[src/rtl/proc_pkg.sv]
// Shared encodings for the ALU issue path.
// Instruction layout: [8:6] op, [5:3] ra, [2:0] rb/funct.
package proc_pkg;

    localparam int DW_DEF   = 8;
    localparam int NREG_DEF = 8;
    localparam int AW       = 3;

    typedef enum logic [2:0] {
        OP_SYS = 3'b000,
        OP_A1  = 3'b001,
        OP_A2  = 3'b010,
        OP_A3  = 3'b011,
        OP_A4  = 3'b100,
        OP_A5  = 3'b101,
        OP_A6  = 3'b110,
        OP_A7  = 3'b111
    } op_e;

    typedef enum logic [2:0] {
        F_NOP = 3'b000,
        F_DEC = 3'b001,
        F_INC = 3'b010,
        F_SUB = 3'b011
    } funct_e;

    localparam logic [1:0] ALU_LOGIC = 2'b00;
    localparam logic [1:0] ALU_DEC   = 2'b01;
    localparam logic [1:0] ALU_INC   = 2'b10;
    localparam logic [1:0] ALU_SUB   = 2'b11;

    typedef struct packed {
        logic [2:0] op;
        logic [2:0] ra;
        logic [2:0] rb;
    } instr_t;

endpackage

[src/rtl/reg_file.sv]
// NREG x DW register file: two combinational reads, one write.
// Forwarding of same-cycle writes is handled by the caller.
module reg_file #(
    parameter int DW   = 8,
    parameter int NREG = 8,
    parameter int AW   = 3
) (
    input  logic          clk,
    input  logic          rst_n,
    input  logic [AW-1:0] addr_a,
    output logic [DW-1:0] rd_a,
    input  logic [AW-1:0] addr_b,
    output logic [DW-1:0] rd_b,
    input  logic          we,
    input  logic [AW-1:0] wa,
    input  logic [DW-1:0] wd
);

    logic [DW-1:0] mem_q [NREG];

    always_ff @(posedge clk or negedge rst_n) begin
        if (!rst_n) begin
            for (int i = 0; i < NREG; i++) begin
                mem_q[i] <= '0;
            end
        end else if (we) begin
            mem_q[wa] <= wd;
        end
    end

    assign rd_a = mem_q[addr_a];
    assign rd_b = mem_q[addr_b];

endmodule

[src/rtl/alu_issue_stage.sv]
// Decode/issue stage ahead of the ALU: decode, operand read with
// writeback forwarding, busy scoreboard and a valid/ready output register.
module alu_issue_stage
    import proc_pkg::*;
#(
    parameter int DW   = DW_DEF,
    parameter int NREG = NREG_DEF
) (
    input  logic            clk,
    input  logic            rst_n,
    input  logic            in_valid,
    output logic            in_ready,
    input  logic [8:0]      instr,
    output logic            out_valid,
    input  logic            out_ready,
    output logic [2:0]      alu_cmd,
    output logic [1:0]      ALU_Op,
    output logic [DW-1:0]   inA,
    output logic [DW-1:0]   inB,
    output logic [AW-1:0]   dest,
    input  logic            wb_en,
    input  logic [AW-1:0]   wb_addr,
    input  logic [DW-1:0]   wb_data,
    output logic            illegal,
    output logic [NREG-1:0] busy_vec
);

    instr_t ins;
    assign ins = instr;

    logic            is_sys;
    logic            is_nop;
    logic            is_rsv;
    logic            issues;
    logic            use_b;
    logic [AW-1:0]   b_addr;
    logic [1:0]      cls;
    logic [2:0]      cmd;
    logic [DW-1:0]   rd_a;
    logic [DW-1:0]   rd_b;
    logic [DW-1:0]   fwd_a;
    logic [DW-1:0]   fwd_b;
    logic [DW-1:0]   opnd_b;
    logic [NREG-1:0] clr_vec;
    logic [NREG-1:0] busy_eff;
    logic            hazard;
    logic            accept;
    logic            acc_issue;

    logic            out_valid_q, out_valid_d;
    logic [2:0]      cmd_q, cmd_d;
    logic [1:0]      cls_q, cls_d;
    logic [DW-1:0]   ina_q, ina_d;
    logic [DW-1:0]   inb_q, inb_d;
    logic [AW-1:0]   dest_q, dest_d;
    logic [NREG-1:0] busy_q, busy_d;
    logic            illegal_q, illegal_d;

    reg_file #(
        .DW   (DW),
        .NREG (NREG),
        .AW   (AW)
    ) u_rf (
        .clk    (clk),
        .rst_n  (rst_n),
        .addr_a (ins.ra),
        .rd_a   (rd_a),
        .addr_b (b_addr),
        .rd_b   (rd_b),
        .we     (wb_en),
        .wa     (wb_addr),
        .wd     (wb_data)
    );

    always_comb begin
        is_sys = (ins.op == OP_SYS);
        is_nop = is_sys && (ins.rb == F_NOP);
        is_rsv = is_sys && ins.rb[2];
        issues = !is_nop && !is_rsv;
        use_b  = !is_sys || (ins.rb == F_SUB);
        b_addr = is_sys ? '0 : ins.rb;
        cmd    = is_sys ? 3'b000 : ins.op;
        cls    = ALU_LOGIC;
        if (is_sys) begin
            unique case (ins.rb[1:0])
                2'b01:   cls = ALU_DEC;
                2'b10:   cls = ALU_INC;
                2'b11:   cls = ALU_SUB;
                default: cls = ALU_LOGIC;
            endcase
        end
    end

    // A same-cycle writeback both clears the busy bit and supplies the value.
    always_comb begin
        clr_vec  = wb_en ? (NREG'(1) << wb_addr) : '0;
        busy_eff = busy_q & ~clr_vec;
        hazard   = issues &&
                   (busy_eff[ins.ra] || (use_b && busy_eff[b_addr]));
        fwd_a    = (wb_en && wb_addr == ins.ra) ? wb_data : rd_a;
        fwd_b    = (wb_en && wb_addr == b_addr) ? wb_data : rd_b;
        opnd_b   = use_b ? fwd_b : '0;
    end

    assign in_ready  = (!out_valid_q || out_ready) && !hazard;
    assign accept    = in_valid && in_ready;
    assign acc_issue = accept && issues;

    always_comb begin
        out_valid_d = out_valid_q;
        cmd_d       = cmd_q;
        cls_d       = cls_q;
        ina_d       = ina_q;
        inb_d       = inb_q;
        dest_d      = dest_q;
        illegal_d   = illegal_q || (accept && is_rsv);
        busy_d      = busy_q & ~clr_vec;
        if (acc_issue) begin
            out_valid_d    = 1'b1;
            cmd_d          = cmd;
            cls_d          = cls;
            ina_d          = fwd_a;
            inb_d          = opnd_b;
            dest_d         = ins.ra;
            busy_d[ins.ra] = 1'b1;
        end else if (out_ready) begin
            out_valid_d = 1'b0;
        end
    end

    always_ff @(posedge clk or negedge rst_n) begin
        if (!rst_n) begin
            out_valid_q <= 1'b0;
            cmd_q       <= '0;
            cls_q       <= '0;
            ina_q       <= '0;
            inb_q       <= '0;
            dest_q      <= '0;
            busy_q      <= '0;
            illegal_q   <= 1'b0;
        end else begin
            out_valid_q <= out_valid_d;
            cmd_q       <= cmd_d;
            cls_q       <= cls_d;
            ina_q       <= ina_d;
            inb_q       <= inb_d;
            dest_q      <= dest_d;
            busy_q      <= busy_d;
            illegal_q   <= illegal_d;
        end
    end

    assign out_valid = out_valid_q;
    assign alu_cmd   = cmd_q;
    assign ALU_Op    = cls_q;
    assign inA       = ina_q;
    assign inB       = inb_q;
    assign dest      = dest_q;
    assign busy_vec  = busy_q;
    assign illegal   = illegal_q;

endmodule

[config.mk]
export PLATFORM = sky130hd
export DESIGN_NAME = alu_issue_stage
export DESIGN_NICKNAME = d
export VERILOG_FILES = /design/src/rtl/proc_pkg.sv /design/src/rtl/reg_file.sv /design/src/rtl/alu_issue_stage.sv
export SDC_FILE = /design/constraint.sdc
export NUM_CORES = 1
export LEC_CHECK = 0
export BUFFER_PORTS_ARGS = -buffer_cell sky130_fd_sc_hd__buf_2
export CAP_MARGIN = 20
export CELL_PAD_IN_SITES_DETAIL_PLACEMENT = 0
export CELL_PAD_IN_SITES_GLOBAL_PLACEMENT = 1
export CORE_ASPECT_RATIO = 0.6
export CORE_MARGIN = 10
export CORE_UTILIZATION = 50
export DETAILED_ROUTE_END_ITERATION = 8
export HOLD_SLACK_MARGIN = 0.15
export PLACE_DENSITY = 0.89
export SKIP_CTS_REPAIR_TIMING = 1
export SYNTH_ARGS = -nofsm -noshare
export SYNTH_HDL_FRONTEND = slang
export SYNTH_SLANG_ARGS = --single-unit
[constraint.sdc]
create_clock -name clk -period 5 [get_ports clk]
set_input_delay 0.75 -clock clk [delete_from_list [all_inputs] [get_ports clk]]
set_output_delay 0.75 -clock clk [all_outputs]
set_load 0.03 [all_outputs]
After elaboration in Yosys (flattened, before gate mapping)
Index checks and enable logic that the tools add are counted.

$lt $le $gt $ge: 7. Eq/ne operators: 6. Shift-type cells: 1. Multiplexer cells: 26. Bitwise gates (word level): 6. Reduce and logical (&&, ||, !) cells: 25.

Operators with widths (number): 8-bit two-way mux (10); 64-bit bitwise mux (1); 8-bit binary-select mux with 3-bit select (2); 8-bit demux with 3-bit select (1); 1-bit logical AND (13); 4-bit greater-or-equal comparator (second input constant) (3); 3-bit inverter with 4-bit output (3); 8-bit AND (1); 3-bit by 4-bit less-than comparator with 1-bit output (second input constant) (2); 8-bit inverter (1); 8-bit OR (1); 1-bit by 3-bit left shift with 8-bit output (first input constant) (1); 1-bit binary-select mux with 3-bit select (2); 3-bit equality test (2); 3-bit logical NOT (2); 3-bit two-way mux (2); 2-bit one-hot mux with 3 select lines (1); 1-bit logical NOT (5); 1-bit two-way mux (5); 2-bit equality test (second input constant) (2); 1-bit logical OR (4); 4-bit by 1-bit less-than comparator with 1-bit output (second input constant) (1); 1-bit demux with 3-bit select (1); 3-bit by 2-bit equality test with 1-bit output (second input constant) (1); other kinds (4) (4).

Bits in registers: 98. Bits of input ports: 25. Output and inout port bits: 35. Logic and storage cells: 87.

Logic depth before layout (Yosys ltp)
Gate-level depths: netlist of the first run.

Depth after elaboration: 14. Gate-level depth with buffers: 11. Mapped depth without buffers: 7.

Cells and area by module
A second synthesis of the first run with hierarchy kept.

Cells, all modules: 397. Area, all modules: 5624.1 um^2.

By module, submodules not included: reg_file (instances 1, cells each 201, area each 3539.6 um^2, sequential area each 1601.5 um^2); alu_issue_stage (instances 1, cells each 196, area each 2084.5 um^2, sequential area each 850.8 um^2).

Least setup slack after synthesis of the first run
OpenSTA, ideal clock, no wires.

Path kind: in2out. Start: in wb_addr[0]. End: out in_ready. Arrival: 2.896 ns. Required time: 4.250 ns. Setup slack: 1.354 ns. Stages on the path: 7. Buffers on the path: 1. Path through: buf_6 -> nor4b_4 -> nor2b_2 -> mux4_2 -> o22ai_2 -> o21ai_2 -> a21boi_0.

Word-level cells in the longest chain between the ends: 11. Elaborated cells between the ends (all ways): 13. Classes of those cells: shift (1); mux (5); bitwise (2); reduce/logical (5).

RTL lines: start: declaration (RTL line alu_issue_stage.sv:22) `input logic [AW-1:0] wb_addr,`; 1-bit by 3-bit left shift with 8-bit output * (RTL line alu_issue_stage.sv:96) `clr_vec = wb_en ? (NREG'(1) << wb_addr) : '0;`; 8-bit two-way mux * (RTL line alu_issue_stage.sv:96); 8-bit inverter * (RTL line alu_issue_stage.sv:97) `busy_eff = busy_q & ~clr_vec;`; 8-bit AND * (RTL line alu_issue_stage.sv:97); 1-bit binary-select mux with 3-bit select (RTL line alu_issue_stage.sv:99) `(busy_eff[ins.ra] || (use_b && busy_eff[b_addr]));`; 1-bit two-way mux (implied by the code) (RTL line alu_issue_stage.sv:99); 1-bit logical AND (RTL line alu_issue_stage.sv:99); 1-bit logical OR * (RTL line alu_issue_stage.sv:99); 1-bit logical AND * (RTL line alu_issue_stage.sv:98) `hazard = issues &&`; 1-bit logical NOT * (RTL line alu_issue_stage.sv:105) `assign in_ready = (!out_valid_q || out_ready) && !hazard;`; 1-bit logical AND * (RTL line alu_issue_stage.sv:105); end: declaration (RTL line alu_issue_stage.sv:12) `output logic in_ready,`.

Mark *: on every way between the ends. The rest lies on a longest branch, timed or not. The select of a mux whose other input is x is not followed.

Worst setup path in the final report of the first run
Start: in wb_addr[2]. End: reg ina_q[6], in the netlist inA[6].

Word-level cells in the longest chain between the ends: 13. Elaborated cells between the ends (all ways): 18. Classes of those cells: eq/ne (1); shift (1); mux (6); bitwise (2); reduce/logical (8).

RTL lines: 1-bit by 3-bit left shift with 8-bit output (RTL line alu_issue_stage.sv:96); 8-bit two-way mux (RTL line alu_issue_stage.sv:96); 8-bit inverter (RTL line alu_issue_stage.sv:97); 8-bit AND (RTL line alu_issue_stage.sv:97); 1-bit binary-select mux with 3-bit select (RTL line alu_issue_stage.sv:99); 1-bit two-way mux (implied by the code) (RTL line alu_issue_stage.sv:99); 1-bit logical AND (RTL line alu_issue_stage.sv:99); 1-bit logical OR (RTL line alu_issue_stage.sv:99); 1-bit logical AND (RTL line alu_issue_stage.sv:98); 1-bit logical NOT (RTL line alu_issue_stage.sv:105); 1-bit logical AND (RTL line alu_issue_stage.sv:105); 1-bit logical AND (RTL line alu_issue_stage.sv:106) `assign accept = in_valid && in_ready;`; 1-bit logical AND (RTL line alu_issue_stage.sv:107) `assign acc_issue = accept && issues;`; end signal: assignment (RTL line alu_issue_stage.sv:145) `ina_q <= ina_d;`; end: declaration (RTL line alu_issue_stage.sv:53) `logic [DW-1:0] ina_q, ina_d;`.

Parallel ways exist; a longest one is shown, timed or not. The select of a mux whose other input is x is not followed. A chain may end at the register's enable or synchronous reset.

==> flow_summary.json, run 1 <==
{
  "worstPathMaxFanout": 18,
  "drive_above_1_share_pct": 43.9,
  "min_period_ns": 3.66,
  "via_count": 4008,
  "die_y_um": 100,
  "ant_nets": 0,
  "critPathKind": "input pin to flip-flop",
  "fin_cells": 631,
  "cp.required_ns": 5.23,
  "ys_ff_latch": 98,
  "end_kind": "flip-flop",
  "grt-ovfl-total": 0,
  "wl_mm": 15.1,
  "cts-root-buf": "clkbuf_16",
  "yosysWarnings": 0,
  "dieWidth_um": 154,
  "cts_tree": "built",
  "routabilityCongestion": 0.892,
  "drt_iter0_markers": 453,
  "final_area_mm2": 0.00604,
  "outcome": "completed",
  "drt-wirelength-per-cell_um": 24.0,
  "p_comb_share_pct": 34.3,
  "antenna_found_initial": 0,
  "hpwl_mm": 10.5,
  "startpoint_type": "input pin",
  "syn_nets": 469,
  "grt_pass1_wl_mm": 24.1,
  "seqPwrFrac_pct": 41.7,
  "fin_nets": 512,
  "place_inst": 615,
  "start_util_pct": 51.0,
  "row_count": 29,
  "dp_slack_ns": 1.04,
  "hold_slack_ns": 0.405,
  "clock_sinks": 98,
  "port_buffers": 59,
  "max_cap_viol_count": 0,
  "path_clk_slew_ns": 0.06,
  "drc": 0,
  "fin_skew_ns": 0.00730,
  "avgSynthCellArea_um2": 12.1,
  "core-area_mm2": 0.0105,
  "p_sw_w": 0.00102,
  "yosysSeqAreaShare_pct": 45.7,
  "setup_violations": 0,
  "cts_made_buffers": 9,
  "layout_common_cells": "dfrtp_1, mux2_2, buf_2",
  "antennaDiodeCount": 0,
  "n_fill_cell": 877,
  "area_growth_pct": 12.5,
  "htreeDepth": 3,
  "relSlewSlack_pct": 41.3,
  "dpl_cell_area_mm2": 0.00575,
  "fmax_mhz": 273,
  "min_path_type": "input pin to asynchronous set/reset pin",
  "track_usage_pct": 19.6,
  "fin_crit_sh_pct": 73.2,
  "clock_path_buffers": 2,
  "netlist_instances": 444,
  "mostFrequentLayoutCell": "dfrtp_1",
  "ir_drop_v": 0.000300,
  "tightest_slew_ns": 0.878,
  "ios": 60,
  "p_int_w": 0.00184,
  "power_density_mw_per_mm2": 473,
  "first_pass_iters": 5,
  "cp_data_arrival_time_ns": 3.89,
  "clkPwrFrac_pct": 24.1,
  "p_sw_share_pct": 35.5,
  "setup_ws_ns": 1.34,
  "hold_viol": 0,
  "dieArea_mm2": 0.0154,
  "slew_viol_final": 0,
  "vias_per_cell": 6.35,
  "syn_area_mm2": 0.00537,
  "tns_ns": 0,
  "p_leak_nw": 2.63,
  "grt_pass1_vias": 4109,
  "clk_latency_ns": 0.35,
  "grt_start_max_net_pins": 52,
  "rsz0062_at_grt": "false",
  "yosys.cell_types.count": 52
}
==> synth_stat cells (all sizes together) <==
master	n	area, µm²
nand4b	3	32.5
dfrtp	98	2450
a221oi	6	52.6
or3	3	18.8
nand2	38	143
o2bb2ai	2	17.5
and2	3	21.3
a22o	8	70.1
o31ai	1	7.51
a22oi	3	22.5
and4bb	1	12.5
and3	1	6.26
o21bai	3	22.5
mux4	15	338
nand3	8	40.0
mux2i	6	60.1
nor4bb	2	20.0
a31oi	7	43.8
nor4b	1	23.8
a21oi	11	55.1
o22ai	13	87.6
a41o	1	10.0
nand2b	3	18.8
nand3b	2	15.0
nand4	3	18.8
or3b	1	8.76
o21ai	11	58.8
mux2	103	1200
nor2	17	63.8
clkinv	2	7.51
xnor2	4	35.0
inv	2	7.51
a211oi	2	15.0
clkbuf	19	71.3
nor3b	1	7.51
xor2	1	8.76
buf	23	149
a21boi	1	7.51
nor2b	6	40.0
nor3	1	5.00
a32oi	8	70.1
==> final cells by class <==
cell class	instances	area, µm²	area share [%]
Clock buffer	9	225	3.73
Clock inverter	7	68.8	1.14
Inverter	4	15.0	0.249
Multi-Input combinational cell	300	2700	44.6
Sequential cell	98	2450	40.6
Tap cell	139	174	2.88
Timing Repair Buffer	74	410	6.79
==> logic make-up after synthesis <==
group | after synthesis | share of synthesized area (%)
compound gates | 77 | 10.1
xor+xnor | 5 | 0.815
flops | 98 | 45.7
buf+inv | 46 | 4.38
simple gates | 94 | 9.23
mux | 124 | 29.8
==> flip-flops by register name (all words and copies together) (netlist names) <==
signal and cells:
u_rf.mem_q 64, busy_vec 8, inA 8, inB 8
alu_cmd 3, dest 3, ALU_Op 2, illegal 1
out_valid 1
==> critical path: stages <==
cell	delay [ns]
buf_2	0.19
and4bb_1	0.66
nor2b_1	0.15
mux4_2	0.49
o22ai_2	0.16
o21ai_2	0.10
or3b_1	0.70
buf_4	0.36
mux2_4	0.32
==> final timing paths <==
check | startpoint | endpoint | cells after the start | slack, ns
hold / removal | rst_n | u_rf.mem_q[8]$_DFFE_PN0P_ | 1 | 0.40
min in group clk | illegal$_DFF_PN0_ | illegal$_DFF_PN0_ | 1 | 0.47
max in group asynchronous | rst_n | u_rf.mem_q[1]$_DFFE_PN0P_ | 2 | 3.49
setup / recovery | wb_addr[2] | inA[6]$_DFFE_PN0P_ | 9 | 1.34
setup reg to reg | busy_vec[1]$_DFF_PN0_ | inA[6]$_DFFE_PN0P_ | 7 | 2.20
hold reg to reg | illegal$_DFF_PN0_ | illegal$_DFF_PN0_ | 1 | 0.47
==> layer usage <==
metal,track usage [%],share of wire (%),vias to the layer above
met3,5.55,9.5,22
met5,0,0,-
met4,3.33,0.75,0
li1,-,-,1729
met1,27.5,44,2052
met2,29.7,45,205
==> per-stage QoR <==
step	total power, W	utilization, %
floorplan	0.00187	-
global placement	0.00215	54.6
detailed placement	0.00218	54.6
CTS	0.00287	57.4
global route	0.00299	57.4
finish	0.00286	57.4
==> power groups by stage <==
stage	Clock [W]	Combinational (W)	Sequential, W
floorplan	0	0.000502	0.00137
global placement	0	0.000961	0.00119
detailed placement	0	0.000983	0.00120
CTS	0.000695	0.000987	0.00119
global route	0.000726	0.00105	0.00122
finish	0.000688	0.000980	0.00119
(Power assumes the default switching activity.)
==> run 2: changes to the inputs <==
--- a/config.mk
+++ b/config.mk
@@ -11,10 +11,10 @@
 export CELL_PAD_IN_SITES_GLOBAL_PLACEMENT = 1
 export CORE_ASPECT_RATIO = 0.6
 export CORE_MARGIN = 10
-export CORE_UTILIZATION = 50
+export CORE_UTILIZATION = 43
 export DETAILED_ROUTE_END_ITERATION = 8
 export HOLD_SLACK_MARGIN = 0.15
-export PLACE_DENSITY = 0.89
+export PLACE_DENSITY = 0.82
 export SKIP_CTS_REPAIR_TIMING = 1
 export SYNTH_ARGS = -nofsm -noshare
 export SYNTH_HDL_FRONTEND = slang
==> constraint.sdc (replaced) <==
create_clock -name clk -period 2.9 [get_ports clk]
set_input_delay 0.435 -clock clk [delete_from_list [all_inputs] [get_ports clk]]
set_output_delay 0.435 -clock clk [all_outputs]
set_load 0.03 [all_outputs]
==> run 2 against run 1 <==
  * Utilization decreased by 5.7 points
  * Total power increased by 77%
  * Hold slack got worse by 0.060 ns
  * Die area increased by 14%
  * First-iteration DRC count increased by 9.7%
  * Count of clock-buffer cells in the layout increased by 2
  * Setup slack got worse by 1.1 ns
  * Combinational power increased by 76%
  * Largest power group unchanged
  * Highest routed layer unchanged
==> flow_summary.json, run 2 (synthesis results as in run 1) <==
{
  "outcome": "completed",
  "fmax_mhz": 377,
  "grt_pass1_vias": 4100,
  "start_util_pct": 44.2,
  "cts_tree": "built",
  "vias_per_cell": 6.00,
  "antennaDiodeCount": 0,
  "cpMaxStageDelayCell": "mux4_2",
  "die_y_um": 107,
  "cp.depth": 8,
  "core-area_mm2": 0.0121,
  "cts_made_buffers": 9,
  "grt-ovfl-total": 0,
  "startpoint_type": "input pin",
  "drt_iter0_markers": 497,
  "dpl_cell_area_mm2": 0.00595,
  "wl_met1_mm": 6.83,
  "startpoint": "wb_addr[2]",
  "drt-wirelength-per-cell_um": 23.2,
  "fin_skew_ns": 0.00728,
  "max_cap_viol_count": 0,
  "fin_crit_sh_pct": 91.5,
  "htreeDepth": 3,
  "drc": 0,
  "routabilityCongestion": 0.924,
  "setup_violations": 0,
  "wl_met2_mm": 6.82,
  "wl_met3_mm": 1.73,
  "path_clk_slew_ns": 0.07,
  "dieWidth_um": 164,
  "first_pass_iters": 5,
  "largest_register": "u_rf.mem_q",
  "path_buf_inv": 2,
  "crit_path_max_incr_delay_ns": 0.47,
  "drive_above_1_share_pct": 45.5,
  "cp.required_ns": 2.47,
  "p_leak_nw": 2.74,
  "path_cells": "buf_2 > nor4bb_2 > nor2_1 > mux4_2 > o22ai_2 > o21ai_2 > a21boi_1 > buf_2",
  "fin_cells": 675,
  "tns_ns": 0,
  "min_path_type": "input pin to flip-flop",
  "r2r-end": "alu_cmd[2]$_DFFE_PN0P_",
  "crit_path_end": "in_ready",
  "fin_util_pct": 51.7,
  "critPathKind": "input pin to output pin",
  "row_count": 31,
  "critPathTopFamily": "multiplexers",
  "cts-root-buf": "clkbuf_16",
  "ir_drop_v": 0.000303,
  "final_area_mm2": 0.00628,
  "clock_sinks": 98,
  "antenna_found_initial": 0,
  "via_count": 4052,
  "relSlewSlack_pct": 59.9,
  "ant_nets": 0,
  "place_inst": 659,
  "tightest_slew_ns": 0.601,
  "track_usage_pct": 18.1,
  "layout_common_cells": "dfrtp_1, mux2_2, buf_2",
  "reg2regPathDepth": 7,
  "port_buffers": 59,
  "grt_start_max_net_pins": 59,
  "dieArea_mm2": 0.0175,
  "hold_viol": 0,
  "cp_data_arrival_time_ns": 2.22,
  "largest_register_ffs": 64,
  "reg2reg_setup_slack_ns": 0.49,
  "clock_path_buffers": 2,
  "area_growth_pct": 17.0,
  "rsz0062_at_grt": "false",
  "clk_latency_ns": 0.35,
  "regToRegStartpoint": "busy_vec[1]$_DFF_PN0_",
  "fin_nets": 531,
  "grt_pass1_wl_mm": 24.5,
  "cp_common_cell": "buf_2",
  "setup_ws_ns": 0.246,
  "route.top_layer_used": "met4",
  "slew_viol_final": 0,
  "power_density_mw_per_mm2": 805,
  "hpwl_mm": 11.0,
  "worstPathMaxFanout": 10,
  "mostFrequentLayoutCell": "dfrtp_1",
  "end_kind": "output pin",
  "ios": 60,
  "dp_slack_ns": 0.00219,
  "wl_mm": 15.6,
  "min_period_ns": 2.65
}
==> run 2: cell types whose count changed in the layout (fill, tap and decap cells not counted), sizes merged <==
cell	before	now
dlygate4sd3	0	1
inv	3	2
buf	74	92
clkinvlp	2	1
clkbuf	9	11
clkinv	5	3
bufinv	1	2
==> run 2: worst min-delay path by stage <==
stage                     cells after the start                          to  slack, ns     start
after floorplan                               0       ALU_Op[0]$_DFFE_PN0P_       0.14     rst_n
after global placement                        1  u_rf.mem_q[48]$_DFFE_PN0P_       0.45     rst_n
after detailed placement                      1  u_rf.mem_q[56]$_DFFE_PN0P_       0.46     rst_n
after CTS                                     1  u_rf.mem_q[33]$_DFFE_PN0P_       0.09     rst_n
after global routing                          2      alu_cmd[2]$_DFFE_PN0P_       0.34  instr[8]
final                                         2      alu_cmd[2]$_DFFE_PN0P_       0.34  instr[8]
==> run 2: through the flow <==
stage                     total power, W  hold slack [ns]
after floorplan                  0.00323            0.139
after global placement           0.00373            0.449
after detailed placement         0.00378            0.461
after CTS                        0.00510           0.0887
after global routing             0.00530            0.345
final                            0.00506            0.344
==> run 2: final cells by class <==
| cell class | count | area [µm²] |
|---|---|---|
| Clock inverter | 4 | 76.3 |
| Timing Repair Buffer | 93 | 593 |
| Inverter | 4 | 15.0 |
| Multi-Input combinational cell | 300 | 2700 |
| Tap cell | 165 | 206 |
| Fill cell | 1053 | 5860 |
| Sequential cell | 98 | 2450 |
| Clock buffer | 11 | 243 |
==> run 2: routing by layer <==
metal | global-route usage, % | vias to the layer above
li1 | - | 1775
met1 | 25.6 | 2019
met2 | 25.9 | 235
met3 | 5.89 | 23
met4 | 5.15 | 0
met5 | 0 | -
==> run 2: where the power goes <==
group	internal, W	switching [W]
sequential	0.00176	0.000279
combinational	0.000777	0.000944
clock	0.000777	0.000521
total	0.00331	0.00174
==> run 3: changes to the inputs <==
--- a/config.mk
+++ b/config.mk
@@ -11,11 +11,12 @@
 export CELL_PAD_IN_SITES_GLOBAL_PLACEMENT = 1
 export CORE_ASPECT_RATIO = 0.6
 export CORE_MARGIN = 10
-export CORE_UTILIZATION = 43
+export CORE_UTILIZATION = 44
 export DETAILED_ROUTE_END_ITERATION = 8
 export HOLD_SLACK_MARGIN = 0.15
 export PLACE_DENSITY = 0.82
 export SKIP_CTS_REPAIR_TIMING = 1
 export SYNTH_ARGS = -nofsm -noshare
 export SYNTH_HDL_FRONTEND = slang
+export SYNTH_HIERARCHICAL = 1
 export SYNTH_SLANG_ARGS = --single-unit
==> run 3 against run 2 <==
  * Non-clock buffer count down 10
  * Maximum frequency down 2.9%
  * Die area up 2.0%
  * Largest power group unchanged
  * Via count down 6.4%
  * Sequential share of layout area down 0.87 points
  * Combinational power about the same
  * Synthesized cell count down 11%
  * Total power down 3.7%
  * Register-to-register slack better by 0.10 ns
  * Cell count down 6.5%
  * Clock power down 13%
  * Critical path type unchanged
==> flow_summary.json, run 3 <==
{
  "crit_path_max_incr_delay_ns": 0.35,
  "track_usage_pct": 16.5,
  "ant_nets": 0,
  "hold_slack_ns": 0.162,
  "drt_iter0_markers": 263,
  "clk_latency_ns": 0.35,
  "grt-ovfl-total": 0,
  "slew_viol_final": 0,
  "drive_above_1_share_pct": 46.1,
  "worstPathMaxFanout": 18,
  "ios": 60,
  "dp_slack_ns": 0.122,
  "hold_viol": 0,
  "startpoint_type": "input pin",
  "synth_top_area_share_pct": 43.6,
  "vias_per_cell": 6.01,
  "place_inst": 615,
  "die_y_um": 108,
  "cts-root-buf": "clkbuf_16",
  "yosys-mux-area-fraction_pct": 39.2,
  "drc": 0,
  "ir_drop_v": 0.000295,
  "critPathKind": "input pin to output pin",
  "routabilityCongestion": 0.858,
  "synthArstFlopShare_pct": 100,
  "ys_ff_latch": 98,
  "min_period_ns": 2.73,
  "wl_mm": 14.9,
  "cp_data_arrival_time_ns": 2.30,
  "setup_ws_ns": 0.167,
  "grt_pass1_wl_mm": 23.0,
  "synth-simple-area-share_pct": 7.03,
  "cts_tree": "built",
  "clock_path_buffers": 2,
  "max_cap_viol_count": 0,
  "antennaDiodeCount": 0,
  "cpMaxStageDelayCell": "o221a_2",
  "power_density_mw_per_mm2": 758,
  "layout_common_cells": "dfrtp_1, mux2_2, buf_2",
  "dieArea_mm2": 0.0179,
  "syn_nets": 422,
  "path_cells": "buf_2 > nand4bb_1 > a32oi_1 > o221ai_1 > o221a_2 > a21o_1 > a21boi_0 > buf_2",
  "yosysTopAreaCell": "dfrtp_1",
  "cp.required_ns": 2.47,
  "fmax_mhz": 366,
  "yosysWarnings": 6,
  "relSlewSlack_pct": 48.2,
  "area_growth_pct": 14.2,
  "yosysMostFrequentCell": "dfrtp_1",
  "hpwl_mm": 10.3,
  "via_count": 3793,
  "synth-xor-area-share_pct": 0.779,
  "largest_register": "u_rf/mem_q",
  "outcome": "completed",
  "syn_area_mm2": 0.00562,
  "start_util_pct": 45.7,
  "synth_top_family_by_area": "multiplexers",
  "ys_top_cells_by_area": "dfrtp_1, mux2_2, mux4_1, mux2_4, mux2i_1",
  "rsz0062_at_grt": "false",
  "synthAdderAreaFrac_pct": 0,
  "end_kind": "output pin",
  "fin_crit_sh_pct": 94.2,
  "grt_start_max_net_pins": 58,
  "yosysSeqAreaShare_pct": 43.6,
  "first_pass_iters": 5,
  "clock_sinks": 98,
  "synth_commonest_cells": "dfrtp_1, mux2_2, mux4_1, nand2_1",
  "yosys.cell_types.count": 56,
  "fin_skew_ns": 0.00859,
  "cp_common_cell": "buf_2",
  "grt_pass1_vias": 3845,
  "path_clk_slew_ns": 0.07,
  "port_buffers": 59,
  "synth_flop_cell": "dfrtp_1",
  "cts_made_buffers": 9,
  "largest_register_ffs": 64,
  "tightest_slew_ns": 0.777,
  "tns_ns": 0,
  "p_leak_nw": 2.84,
  "fin_cells": 631,
  "antenna_found_initial": 0,
  "drt-wirelength-per-cell_um": 23.5,
  "synth_compound_area_share_pct": 5.36,
  "mostFrequentLayoutCell": "dfrtp_1",
  "dieWidth_um": 166,
  "synth_edf_count": 0,
  "htreeDepth": 3,
  "netlist_instances": 397,
  "min_path_type": "input pin to asynchronous set/reset pin",
  "core-area_mm2": 0.0123,
  "setup_violations": 0,
  "fin_nets": 486,
  "row_count": 31,
  "avgSynthCellArea_um2": 14.2
}
## run 3: changes by cell type after synthesis, sizes merged, moves of 6 or more
cell / change
o22ai: -13
a32oi: -7
a21oi: -9
mux2: +6
clkbuf: -10
nand3: -6
a22o: -7
nor2: -11
nand2: -11
a31oi: -6
mux4: +17
a221oi: -6
## run 3: cell type report
type	instances	area [µm²]
Clock buffer	10	229
Fill cell	1023	5870
Inverter	6	22.5
Tap cell	165	206
Timing Repair Buffer	83	528
Sequential cell	98	2450
Clock inverter	6	41.3
Multi-Input combinational cell	263	2950
## run 3: report_power, final
| part | leakage [nW] | switching, W | internal, W |
|---|---|---|---|
| Clock | 0.137 | 0.000541 | 0.000586 |
| Sequential | 1.19 | 0.000270 | 0.00175 |
| Combinational | 1.51 | 0.000901 | 0.000821 |
## run 3: path summary, 6_finish.rpt
path,startpoint,endpoint,slack [ns],cells past startpoint
max in group asynchronous,rst_n,inB[2]$_DFFE_PN0P_,2.07,2
min reg2reg,illegal$_DFF_PN0_,illegal$_DFF_PN0_,0.48,1
min,rst_n,u_rf/mem_q[15]$_DFFE_PN0P_,0.16,1
min in group clk,instr[6],alu_cmd[0]$_DFFE_PN0P_,0.33,2
max,wb_addr[1],in_ready,0.17,8
max reg2reg,busy_vec[5]$_DFF_PN0_,inB[2]$_DFFE_PN0P_,0.59,7
## run 3: through the flow
stage	area (µm²)	utilization, %	power [W]
after floorplan	5620	-	0.00322
after global placement	6150	50.1	0.00371
after detailed placement	6150	50.1	0.00377
after CTS	6420	52.3	0.00491
after global routing	6420	52.3	0.00512
final	6420	52.3	0.00487
## run 3: routing by layer
layer / share of wire [%] / track usage, % / vias to the layer above
li1: - / - / 1673
met1: 46 / 23.0 / 1950
met2: 44 / 24.8 / 160
met3: 8.7 / 5.32 / 10
met4: 0.66 / 3.15 / 0
met5: 0 / 0 / -
## run 3: kinds of logic after synthesis
family | after synthesis
compound gates | 37
mux | 152
xor+xnor | 5
flops | 98
buf+inv | 36
simple gates | 69
## run 3: critical path: cells and delay by family
family	cells	cell delay [ns]
AO/OA/AOI/OAI	5	1.12
buffers and inverters	2	0.45
AND/OR/NAND/NOR	1	0.29
